[src/rtl/sdram_refresh_arbiter.sv]
// SDRAM power-up init sequencer and refresh/CPU arbiter.
// Optional macro REFRESH_BURST_EN chains owed refreshes without revisiting IDLE.
module sdram_refresh_arbiter #(
  parameter int INIT_WAIT        = 5000,
  parameter int INIT_REFRESHES   = 8,
  parameter int REFRESH_INTERVAL = 390,
  parameter int MAX_PENDING      = 8,
  parameter int URGENT_THRESH    = 4
) (
  input  logic       MEMCLK,
  input  logic       RESET_n,
  input  logic       cpu_req,
  input  logic       cpu_done,
  input  logic       cmd_done,
  output logic       cpu_grant,
  output logic       op_start,
  output logic [1:0] op_code,
  output logic       init_done,
  output logic [3:0] ref_pending,
  output logic       ref_overflow
);

  localparam logic [1:0] OP_NOP = 2'b00;
  localparam logic [1:0] OP_PRE = 2'b01;
  localparam logic [1:0] OP_REF = 2'b10;
  localparam logic [1:0] OP_MRS = 2'b11;

  localparam int WAIT_W = $clog2(INIT_WAIT + 1);
  localparam int TMR_W  = $clog2(REFRESH_INTERVAL + 1);
  localparam int IREF_W = $clog2(INIT_REFRESHES + 1);

  typedef enum logic [2:0] {
    S_INIT_WAIT, S_INIT_PRE, S_INIT_REF, S_INIT_MRS, S_IDLE, S_CPU, S_REF
  } state_t;

  state_t            state;
  logic [WAIT_W-1:0] wait_cnt;
  logic [TMR_W-1:0]  ref_timer;
  logic [IREF_W-1:0] init_ref_cnt;
  logic              tick;
  logic              ref_dec;
  logic              burst_next;
  logic [3:0]        pending_next;

  assign tick    = init_done && (ref_timer == TMR_W'(REFRESH_INTERVAL - 1));
  assign ref_dec = (state == S_REF) && cmd_done;

  // A tick and a completed refresh in the same cycle cancel out.
  always_comb begin
    pending_next = ref_pending;
    if (tick && !ref_dec) begin
      if (ref_pending != 4'(MAX_PENDING))
        pending_next = ref_pending + 4'd1;
    end else if (ref_dec && !tick) begin
      pending_next = ref_pending - 4'd1;
    end
  end

`ifdef REFRESH_BURST_EN
  assign burst_next = (pending_next != 4'd0) &&
                      (!cpu_req || (pending_next >= 4'(URGENT_THRESH)));
`else
  assign burst_next = 1'b0;
`endif

  always_ff @(posedge MEMCLK or negedge RESET_n) begin
    if (!RESET_n) begin
      ref_timer    <= '0;
      ref_pending  <= 4'd0;
      ref_overflow <= 1'b0;
    end else begin
      if (init_done)
        ref_timer <= tick ? '0 : ref_timer + 1'b1;
      ref_pending <= pending_next;
      if (tick && (ref_pending == 4'(MAX_PENDING)))
        ref_overflow <= 1'b1;
    end
  end

  always_ff @(posedge MEMCLK or negedge RESET_n) begin
    if (!RESET_n) begin
      state        <= S_INIT_WAIT;
      wait_cnt     <= '0;
      init_ref_cnt <= '0;
      cpu_grant    <= 1'b0;
      op_start     <= 1'b0;
      op_code      <= OP_NOP;
      init_done    <= 1'b0;
    end else begin
      op_start <= 1'b0;
      case (state)
        S_INIT_WAIT: begin
          if (wait_cnt == WAIT_W'(INIT_WAIT - 1)) begin
            state    <= S_INIT_PRE;
            op_start <= 1'b1;
            op_code  <= OP_PRE;
          end else begin
            wait_cnt <= wait_cnt + 1'b1;
          end
        end
        S_INIT_PRE: begin
          if (cmd_done) begin
            state        <= S_INIT_REF;
            op_start     <= 1'b1;
            op_code      <= OP_REF;
            init_ref_cnt <= '0;
          end
        end
        S_INIT_REF: begin
          if (cmd_done) begin
            op_start <= 1'b1;
            if (init_ref_cnt == IREF_W'(INIT_REFRESHES - 1)) begin
              state   <= S_INIT_MRS;
              op_code <= OP_MRS;
            end else begin
              init_ref_cnt <= init_ref_cnt + 1'b1;
            end
          end
        end
        S_INIT_MRS: begin
          if (cmd_done) begin
            state     <= S_IDLE;
            op_code   <= OP_NOP;
            init_done <= 1'b1;
          end
        end
        // Urgent backlog beats the CPU; otherwise the CPU beats a small backlog.
        S_IDLE: begin
          if (ref_pending >= 4'(URGENT_THRESH)) begin
            state    <= S_REF;
            op_start <= 1'b1;
            op_code  <= OP_REF;
          end else if (cpu_req) begin
            state     <= S_CPU;
            cpu_grant <= 1'b1;
          end else if (ref_pending != 4'd0) begin
            state    <= S_REF;
            op_start <= 1'b1;
            op_code  <= OP_REF;
          end
        end
        S_CPU: begin
          if (cpu_done) begin
            state     <= S_IDLE;
            cpu_grant <= 1'b0;
          end
        end
        S_REF: begin
          if (cmd_done) begin
            if (burst_next) begin
              op_start <= 1'b1;
            end else begin
              state   <= S_IDLE;
              op_code <= OP_NOP;
            end
          end
        end
        default: begin
          state     <= S_INIT_WAIT;
          cpu_grant <= 1'b0;
          op_code   <= OP_NOP;
        end
      endcase
    end
  end

endmodule

[config.mk]
export PLATFORM = sky130hd
export DESIGN_NAME = sdram_refresh_arbiter
export DESIGN_NICKNAME = d
export VERILOG_FILES = /design/src/rtl/sdram_refresh_arbiter.sv
export SDC_FILE = /design/constraint.sdc
export NUM_CORES = 1
export LEC_CHECK = 0
export ABC_AREA = 0
export BUFFER_PORTS_ARGS = -buffer_cell sky130_fd_sc_hd__buf_2
export CAP_MARGIN = 15
export CELL_PAD_IN_SITES_DETAIL_PLACEMENT = 1
export CELL_PAD_IN_SITES_GLOBAL_PLACEMENT = 2
export CORE_UTILIZATION = 27
export CTS_CLUSTER_DIAMETER = 50
export CTS_CLUSTER_SIZE = 12
export DETAILED_ROUTE_END_ITERATION = 6
export GPL_TIMING_DRIVEN = 0
export PLACE_DENSITY = 0.62
export SLEW_MARGIN = 20
export SYNTH_ARGS = -nofsm -noshare
export SYNTH_HDL_FRONTEND = slang
export SYNTH_SLANG_ARGS = --single-unit
export TNS_END_PERCENT = 30
[constraint.sdc]
create_clock -name MEMCLK -period 4.6 [get_ports MEMCLK]
set_input_delay 0.92 -clock MEMCLK [delete_from_list [all_inputs] [get_ports MEMCLK]]
set_output_delay 0.92 -clock MEMCLK [all_outputs]
set_load 0.02 [all_outputs]
Yosys cells after proc, flatten, opt, wreduce, memory -nomap -nowiden --
Cells that the tools add are included.
Storage, ports and cells: input bits 5, flip-flop bits (word level) 39, word-level logic and storage cells 101, output and inout port bits 10
Cells by class: eq/ne operators 24, order comparisons 1, muxes and demuxes 37, reduce and logical (&&, ||, !) cells 21, add/sub/neg operators 5, bitwise operators 3
Operator list (count):
- $mux 3 | 9
- $mux 4 | 6
- $pmux 3 s6 | 1
- $mux 2 | 8
- $ne 2x2->1 const B | 8
- $add 13x1->13 const B | 1
- $eq 13x13->1 const B | 1
- $pmux 2 s6 | 1
- $add 9x1->9 const B | 1
- $eq 3x3->1 const B | 3
- $eq 9x9->1 const B | 1
- $mux 9 | 1
- $add 4x1->4 const B | 2
- $mux 1 | 8
- $ne 4x4->1 const B | 2
- $pmux 4 s2 | 1
- $reduce_and 4->1 | 2
- $reduce_and 8->1 | 1
- $reduce_and 7->1 | 1
- $eq 3x2->1 const B | 2
- $ne 3x3->1 const B | 2
- $pmux 1 s3 | 2
- $reduce_and 2->1 | 3
- $logic_and 1x1->1 | 5
- other kinds (13) | 19

Longest topological paths before layout --
Gate-level depths: netlist of the first run.
depth in word-level cells 6, mapped depth 10, gate-level depth less buffers 10

Worst setup path before layout of the first run --
No wires, ideal clock.
kind reg-to-reg, from register ref_timer[3], to register ref_pending[3], data arrival time 2.281 ns, setup slack 2.181 ns, period minus slack after synthesis 2.419 ns, cell stages (with the launch flop) 10, library setup time 0.138 ns, path buffers 0, required time 4.462 ns, cell sequence dfrtp_1 > or3b_4 > nor4b_4 > nand2_2 > ha_1 > nand3_1 > nand2_1 > inv_1 > o31ai_1 > o22ai_1
Between the ends: word-level cells in the longest chain between the ends 6, elaborated cells between the ends (all ways) 9, classes of those cells 2 x eq/ne; 1 x mux; 6 x reduce/logical
Ends and longest elaborated chain:
- from (decl) | RTL line 38 | logic [TMR_W-1:0] ref_timer;
- from (signal assigned) | RTL line 73 | ref_timer <= tick ? '0 : ref_timer + 1'b1;
- $eq 9x9->1 (*) | RTL line 45 | assign tick = init_done && (ref_timer == TMR_W'(REFRESH_INTERVAL - 1));
- $logic_and 1x1->1 (*) | RTL line 45
- $logic_not 1->1 | RTL line 54 | end else if (ref_dec && !tick) begin
- $logic_and 1x1->1 | RTL line 54
- $reduce_bool 2->1 (no source line)
- $reduce_and 2->1 (no source line)
- to (signal assigned) | RTL line 74 | ref_pending <= pending_next;
- to (decl) | RTL line 19 | output logic [3:0] ref_pending,
Mark *: on every way between the ends. The rest lies on a longest branch, timed or not. A chain may end at the register's enable or synchronous reset.

Worst setup path after layout of the first run --
Ends and elaborated chain as after synthesis.

==> results of run 1 <==
[state kept, by name (all words and copies together) (netlist names)]
signal / flops
cpu_grant: 1
init_done: 1
init_ref_cnt: 4
op_code: 2
op_start: 1
ref_overflow: 1
ref_pending: 4
ref_timer: 9
state: 3
wait_cnt: 13
[layer usage]
layer	vias up	GRT usage, %
met1	796	19.31
met2	19	21.12
met5	-	0
met4	0	3.629
met3	5	2.792
li1	789	-
[critical path: stages (launching register included)]
cell,delay (ns)
sky130_fd_sc_hd__dfrtp_1,0.44
sky130_fd_sc_hd__or3b_4,0.42
sky130_fd_sc_hd__nor4b_4,0.52
sky130_fd_sc_hd__nand2_2,0.26
sky130_fd_sc_hd__ha_1,0.40
sky130_fd_sc_hd__nand3_1,0.11
sky130_fd_sc_hd__nand2_1,0.16
sky130_fd_sc_hd__inv_1,0.06
sky130_fd_sc_hd__o31ai_1,0.19
sky130_fd_sc_hd__o22ai_1,0.10
[final cells by class]
type                    instances  area [sq um]  share of cell area [%]
flip-flops and latches         39         975.9                   40.84
clock buffers                   7         96.34                   4.031
plain buffers                   6         22.52                  0.9424
clock inverters                 1         7.507                  0.3141
multi-input cells             157          1084                   45.34
well taps                      99         123.9                   5.183
repair buffers                 13         65.06                   2.723
inverters                       4         15.01                  0.6283
[path summary, 6_finish.rpt]
| kind | depth (start not counted) | slack, ns | to |
|---|---|---|---|
| min in group asynchronous | 1 | 0.75 | wait_cnt[11]$_DFFE_PN0P_ |
| max | 9 | 1.81 | ref_pending[3]$_DFFE_PN0P_ |
| min reg2reg | 1 | 0.46 | ref_overflow$_DFFE_PN0P_ |
| max in group asynchronous | 1 | 3.29 | ref_pending[1]$_DFFE_PN0P_ |
| max reg2reg | 9 | 1.81 | ref_pending[3]$_DFFE_PN0P_ |
| min | 1 | 0.46 | ref_overflow$_DFFE_PN0P_ |
[placed cells by master, fill, tap and decap left out, drive strengths merged, types with 3 or more instances in the layout]
master and count:
nor2 15, nor3 6, nand3 7, nor2b 3, o21ai 14, xor2 12
buf 13, xnor2 8, mux2 5, or3 3, ha 6, a211oi 3
nand2b 4, nand4 6, a21oi 4, clkbuf 13, inv 4, nor4 5
dfrtp 39, nand2 21
[kinds of logic after synthesis]
kind of cell	Yosys count	synth area share, %
AO/OA/AOI/OAI	39	12.59
XOR/XNOR	20	8.353
adder cells (fa/ha/maj)	7	4.535
buffers and inverters	10	1.790
flip-flops	39	46.54
multiplexers	7	3.818
AND/OR/NAND/NOR	84	22.37
[power by group through the flow]
stage,registers [uW],clock network (uW),logic (uW)
floorplan,615,0,422
CTS,600,279,631
finish,597,264,621
detailed placement,606,0,629
global route,626,292,699
global placement,602,0,613
[metrics by stage]
step           cell area [sq um]  utilization, %  hold WS (ns)
3_5_place_dp                2286           31.02        0.4525
4_1_cts                     2390           32.43        0.4700
5_1_grt                     2390           32.43        0.4754
6_report                    2390           32.43        0.4582
3_3_place_gp                2286           31.02        0.4402
2_1_floorplan               2097               -        0.4334
==> results by group, run 1 <==
Status
  – Status: finished clean

Worst setup path
  – Arrival @ worst endpoint: 2.96 ns
  – Startpoint class of the critical path: flip-flop
  – CP Launch Point: ref_timer[3]$_DFFE_PN0P_
  – Startpoint-to-endpoint class of the critical path: reg -> reg
  – Crit end category: flip-flop
  – Critical Path RT: 4.77 ns
  – Largest fanout on the critical path: 10
  – Source of the worst register-to-register timing path: ref_timer[3]$_DFFE_PN0P_

Global routing
  – Number of antenna violations at the first check in global routing: 0
  – First-pass GRT wire length: 8.928 mm
  – Maximum number of pins on one net before global-route repair: 40
  – Number of global-route vias before repair: 1725
  – Overall routing resource usage: 13.65%
  – Congestion Overflow GR: 0

STA
  – Final worst clock skew: 0.005237 ns
  – Part of the cycle the worst path needs: 60.75%
  – Fmax: 0.3578 GHz
  – Setup-violating endpoint count in the final report: 0
  – Tightest Pin Transition: 1.027 ns
  – Max transition margin: 30.96%
  – Final-report hold violation count: 0
  – Accumulated negative setup slack: 0 ns
  – Max-slew violation count: 0
  – Minimum period implied by the final worst setup slack: 2.794 ns
  – Setup repair after global routing missed its margin: no
  – Fin worst setup slack: 1.806 ns

Yosys
  – Most used flip-flop cell after synthesis: sky130_fd_sc_hd__dfrtp_1
  – Synth Cell Area: 2097 sq um
  – Most common cell in the netlist: sky130_fd_sc_hd__dfrtp_1
  – List of most frequent post-synthesis cells: 39 x sky130_fd_sc_hd__dfrtp_1, 20 x sky130_fd_sc_hd__nand2_1, 15 x sky130_fd_sc_hd__nor2_1
  – Synthesized instance count: 206
  – Number of synthesized flops with an enable pin: 0
  – Share of Yosys cell area claimed by the top area cell type: 46.54%
  – Number of different library cells in the post-synthesis netlist: 50
  – Avg Synthesized Cell Area: 10.18 sq um
  – Post-Synthesis Net Count: 218
  – Area leader, netlist: sky130_fd_sc_hd__dfrtp_1
  – Post-synthesis sequential element count: 39
  – Warning count from the yosys run: 0
  – Register area share after synthesis: 46.54%
  – FFs w/ async S/R, synth: 100.0%
  – Main area contributors after synthesis: sky130_fd_sc_hd__dfrtp_1 47%, sky130_fd_sc_hd__xor2_1 5.0%, sky130_fd_sc_hd__ha_1 3.6%, sky130_fd_sc_hd__nand2_1 3.6%, sky130_fd_sc_hd__xnor2_1 3.3%

Detailed routing
  – Detail Route met2 WL: 2.260 mm
  – WL/cell: 15.26 um
  – M1 wire length: 2.540 mm
  – Top routing layer used: met4
  – Vias per cell: 4.936
  – Number of search-and-repair iterations in the first detailed-routing pass: 4
  – ANT nets after route: 0
  – DRC violation count after routing: 0
  – Initial detailed-routing violation count: 38
  – Total Routed Length: 4.976 mm
  – Routed wire length on met3: 128 um
  – DR vias: 1609

Layout
  – NumNets Final: 238
  – Number of antenna repair diodes: 0
  – Post-Layout Cell Count: 326
  – Layout overhead on the synthesized area: 13.96%
  – Filler instances: 863
  – Fraction of layout instances using a drive strength above 1: 14.54%

Floorplan
  – Die boundary height: 90.13 um
  – Cell Rows: 31
  – Starting density of the core: 28.46%
  – Die outline width: 90.13 um
  – Total die area: 8123 sq um
  – Core area: 7370 sq um
  – Number of ports placed on the die boundary: 15

Clock network
  – Root buffer selected by CTS: sky130_fd_sc_hd__clkbuf_8
  – Number of buffers inserted during clock tree synthesis: 5
  – Total of cells resized after clock tree synthesis: 0
  – Setup repair bufs after CTS: 0
  – Clock insertion delay at the later pin of the skew report: 0.29 ns
  – Maximum level of the CTS H-tree: 2
  – Clk buf depth: 2
  – Post-CTS clock slew at the launch and capture registers of the worst setup and hold paths: 0.08 ns
  – Number of sinks handled by clock tree synthesis: 39
  – CTS tree: yes
  – Number of hold-repair buffers added at the cts stage: 0

Power and ir drop
  – Clock group share of total power: 17.8%
  – Overall power of the completed layout: 1482 uW
  – Portion of total power attributed to combinational logic: 41.9%
  – Reported net switching power: 631.7 uW
  – Worst VDD drop: 0.1741 mV
  – Switching Share: 42.61%
  – Part of the total power dissipated in sequential elements: 40.3%
  – Internal power consumption: 850.7 uW
  – Ratio of total power to cell area: 620.3 nW/um^2
  – Leakage Power: 0.001017 uW

Run
  – Maxcap violations: 0

Placement
  – Count of input and output buffers: 13
  – Gpl congestion: 0.7119
  – Half-perimeter wire length after detailed placement: 3.522 mm
  – Worst slack after detailed placement: 1.773 ns
  – Number of cells after detailed placement: 318

Worst hold path
  – Launch instance of the worst min-delay path: ref_overflow$_DFFE_PN0P_
  – HP Class: reg -> reg
(Power assumes the default switching activity.)
==> run 2, diff against run 1 <==
clock period = 2.8 ns   (was 4.6 ns; I/O delays follow)
==> results by group, run 2 (synthesized netlist as in run 1, its figures left out) <==
Detailed routing
  – WL/cell: 15.34 um (+0.52%)
  – ANT nets after route: 0 (unchanged)
  – Total Routed Length: 5.017 mm (+0.82%)
  – Vias per cell: 4.933 (about the same)
  – Number of search-and-repair iterations in the first detailed-routing pass: 4 (unchanged)
  – Initial detailed-routing violation count: 34 (-11%)
  – DRC violation count after routing: 0 (unchanged)
  – DR vias: 1613 (+0.25%)

Placement
  – Gpl congestion: 0.7119 (unchanged)
  – Count of input and output buffers: 13 (unchanged)
  – Half-perimeter wire length after detailed placement: 3.522 mm (unchanged)
  – Placement Cell Area: 2286 sq um (unchanged)

Global routing
  – First-pass GRT wire length: 8.990 mm (+0.69%)
  – Number of global-route vias before repair: 1740 (+0.87%)
  – Number of antenna violations at the first check in global routing: 0 (unchanged)
  – Congestion Overflow GR: 0 (unchanged)
  – Maximum number of pins on one net before global-route repair: 40 (unchanged)
  – Overall routing resource usage: 13.72% (+0.072 points)

Clock network
  – Clk buf depth: 2 (unchanged)
  – Number of buffers inserted during clock tree synthesis: 5 (unchanged)
  – Number of hold-repair buffers added at the cts stage: 0 (unchanged)
  – Number of sinks handled by clock tree synthesis: 39 (unchanged)
  – CTS tree: yes
  – Maximum level of the CTS H-tree: 2 (unchanged)
  – Clock insertion delay at the later pin of the skew report: 0.29 ns (about the same)
  – Root buffer selected by CTS: sky130_fd_sc_hd__clkbuf_8
  – Post-CTS clock slew at the launch and capture registers of the worst setup and hold paths: 0.08 ns (about the same)

Layout
  – Number of antenna repair diodes: 0 (unchanged)
  – Commonest non-fill, non-tap cell in the layout: sky130_fd_sc_hd__dfrtp_1
  – Biggest register: wait_cnt
  – Max FFs per register: 13 (unchanged)
  – Fraction of layout instances using a drive strength above 1: 14.91% (+0.37 points)
  – NumNets Final: 239 (+0.42%)
  – Layout overhead on the synthesized area: 14.32%
  – Final core area utilization: 32.53% (+0.10 points)
  – Biggest regs: wait_cnt (13), ref_timer (9)
  – Highest-count cells in the layout ignoring fill and taps: 39 x sky130_fd_sc_hd__dfrtp_1, 20 x sky130_fd_sc_hd__nand2_1, 15 x sky130_fd_sc_hd__nor2_1, 13 x sky130_fd_sc_hd__o21ai_0, 13 x sky130_fd_sc_hd__buf_2
  – Cell area after layout: 2397 sq um (+0.31%)

Power and ir drop
  – Worst VDD drop: 0.2864 mV (+64%)
  – Ratio of total power to cell area: 1016 nW/um^2 (+64%)
  – Leakage Power: 0.001022 uW (+0.54%)

Floorplan
  – Total die area: 8123 sq um (unchanged)
  – Starting density of the core: 28.46% (unchanged)
  – Core area: 7370 sq um (unchanged)
  – Die outline width: 90.13 um (unchanged)
  – Number of ports placed on the die boundary: 15 (unchanged)
  – Cell Rows: 31 (unchanged)
  – Die boundary height: 90.13 um (unchanged)

STA
  – Max transition margin: 30.96% (unchanged)
  – Tightest Pin Transition: 1.027 ns (unchanged)
  – Fmax: 0.3963 GHz (+11%)
  – Part of the cycle the worst path needs: 90.12% (+29 points)
  – Max-slew violation count: 0 (unchanged)
  – Accumulated negative setup slack: 0 ns (unchanged)
  – Setup repair after global routing missed its margin: no
  – Setup-violating endpoint count in the final report: 0 (unchanged)
  – Final-report hold violation count: 0 (unchanged)
  – Final worst clock skew: 0.005852 ns (+0.0006154 ns)
  – Minimum period implied by the final worst setup slack: 2.523 ns (-0.2712 ns)

Status
  – Status: finished clean

Worst setup path
  – Startpoint-to-endpoint class of the critical path: reg -> reg
  – Crit end category: flip-flop
  – Critical Path RT: 2.97 ns (-1.80 ns)
  – Startpoint class of the critical path: flip-flop
  – Largest fanout on the critical path: 6 (-4)
  – Arrival @ worst endpoint: 2.69 ns (-0.27 ns)
  – Internal reg-to-reg setup slack: 0.28 ns (-1.53 ns)

Worst hold path
  – HP Class: in -> async

Run
  – Maxcap violations: 0 (unchanged)
[run 2: layer usage]
layer | track usage [%] | vias up | part of all wire (%) | wire length, um
li1 | - | 790 | - | -
met1 | 19.36 | 799 | 51 | 2573
met2 | 21.31 | 19 | 45 | 2267
met3 | 2.792 | 5 | 2.6 | 128
met4 | 3.629 | 0 | 0.94 | 47
met5 | 0 | - | 0 | 0
[run 2: layout make-up]
class | count | area, sq um
clock buffers | 7 | 96.34
plain buffers | 6 | 22.52
multi-input cells | 157 | 1084
inverters | 4 | 15.01
clock inverters | 1 | 7.507
fillers | 863 | 4972
well taps | 99 | 123.9
flip-flops and latches | 39 | 975.9
repair buffers | 14 | 72.57
[run 2: critical path, stage by stage (launching register included)]
cell                      delay [ns]
sky130_fd_sc_hd__dfrtp_1        0.44
sky130_fd_sc_hd__or3b_4         0.42
sky130_fd_sc_hd__nor4b_4        0.33
sky130_fd_sc_hd__nand2_2        0.20
sky130_fd_sc_hd__ha_1           0.38
sky130_fd_sc_hd__nand3_1        0.11
sky130_fd_sc_hd__nand2_1        0.16
sky130_fd_sc_hd__inv_1          0.06
sky130_fd_sc_hd__o31ai_1        0.19
sky130_fd_sc_hd__o22ai_1        0.10
[run 2: final timing paths]
| path | from | endpoint | cells past startpoint |
|---|---|---|---|
| setup / recovery | ref_timer[3]$_DFFE_PN0P_ | ref_pending[3]$_DFFE_PN0P_ | 9 |
| hold / removal | RESET_n | wait_cnt[11]$_DFFE_PN0P_ | 1 |
| setup reg to reg | ref_timer[3]$_DFFE_PN0P_ | ref_pending[3]$_DFFE_PN0P_ | 9 |
| hold reg to reg | ref_overflow$_DFFE_PN0P_ | ref_overflow$_DFFE_PN0P_ | 1 |
| max in group asynchronous | RESET_n | ref_pending[1]$_DFFE_PN0P_ | 1 |
| min in group MEMCLK | ref_overflow$_DFFE_PN0P_ | ref_overflow$_DFFE_PN0P_ | 1 |
[run 2: metrics by stage]
step	instances	hold WS (ns)	worst slack [ns]	total power [uW]
3_3_place_gp	318	0.4402	0.007433	1996
5_1_grt	327	0.4639	0.09171	2655
2_1_floorplan	206	0.2644	0.3811	1704
3_5_place_dp	318	0.4525	-0.02749	2029
6_report	327	0.3907	0.2767	2437
4_1_cts	327	0.4331	0.2540	2481
[run 2: timing repair]
item                       CTS  global route
resized for setup            0             0
hold endpoints to repair     0             0
buffers inserted             1             0
setup endpoints to repair    1             0
[run 2: power breakdown]
part / switching [uW] / total [uW] / internal [uW] / leakage [uW]
Clock: 210 / 434 / 224 / 0.0000505
Combinational: 599 / 1020 / 422 / 0.000476
Sequential: 230 / 982 / 752 / 0.000496
Total: 1040 / 2440 / 1400 / 0.00102
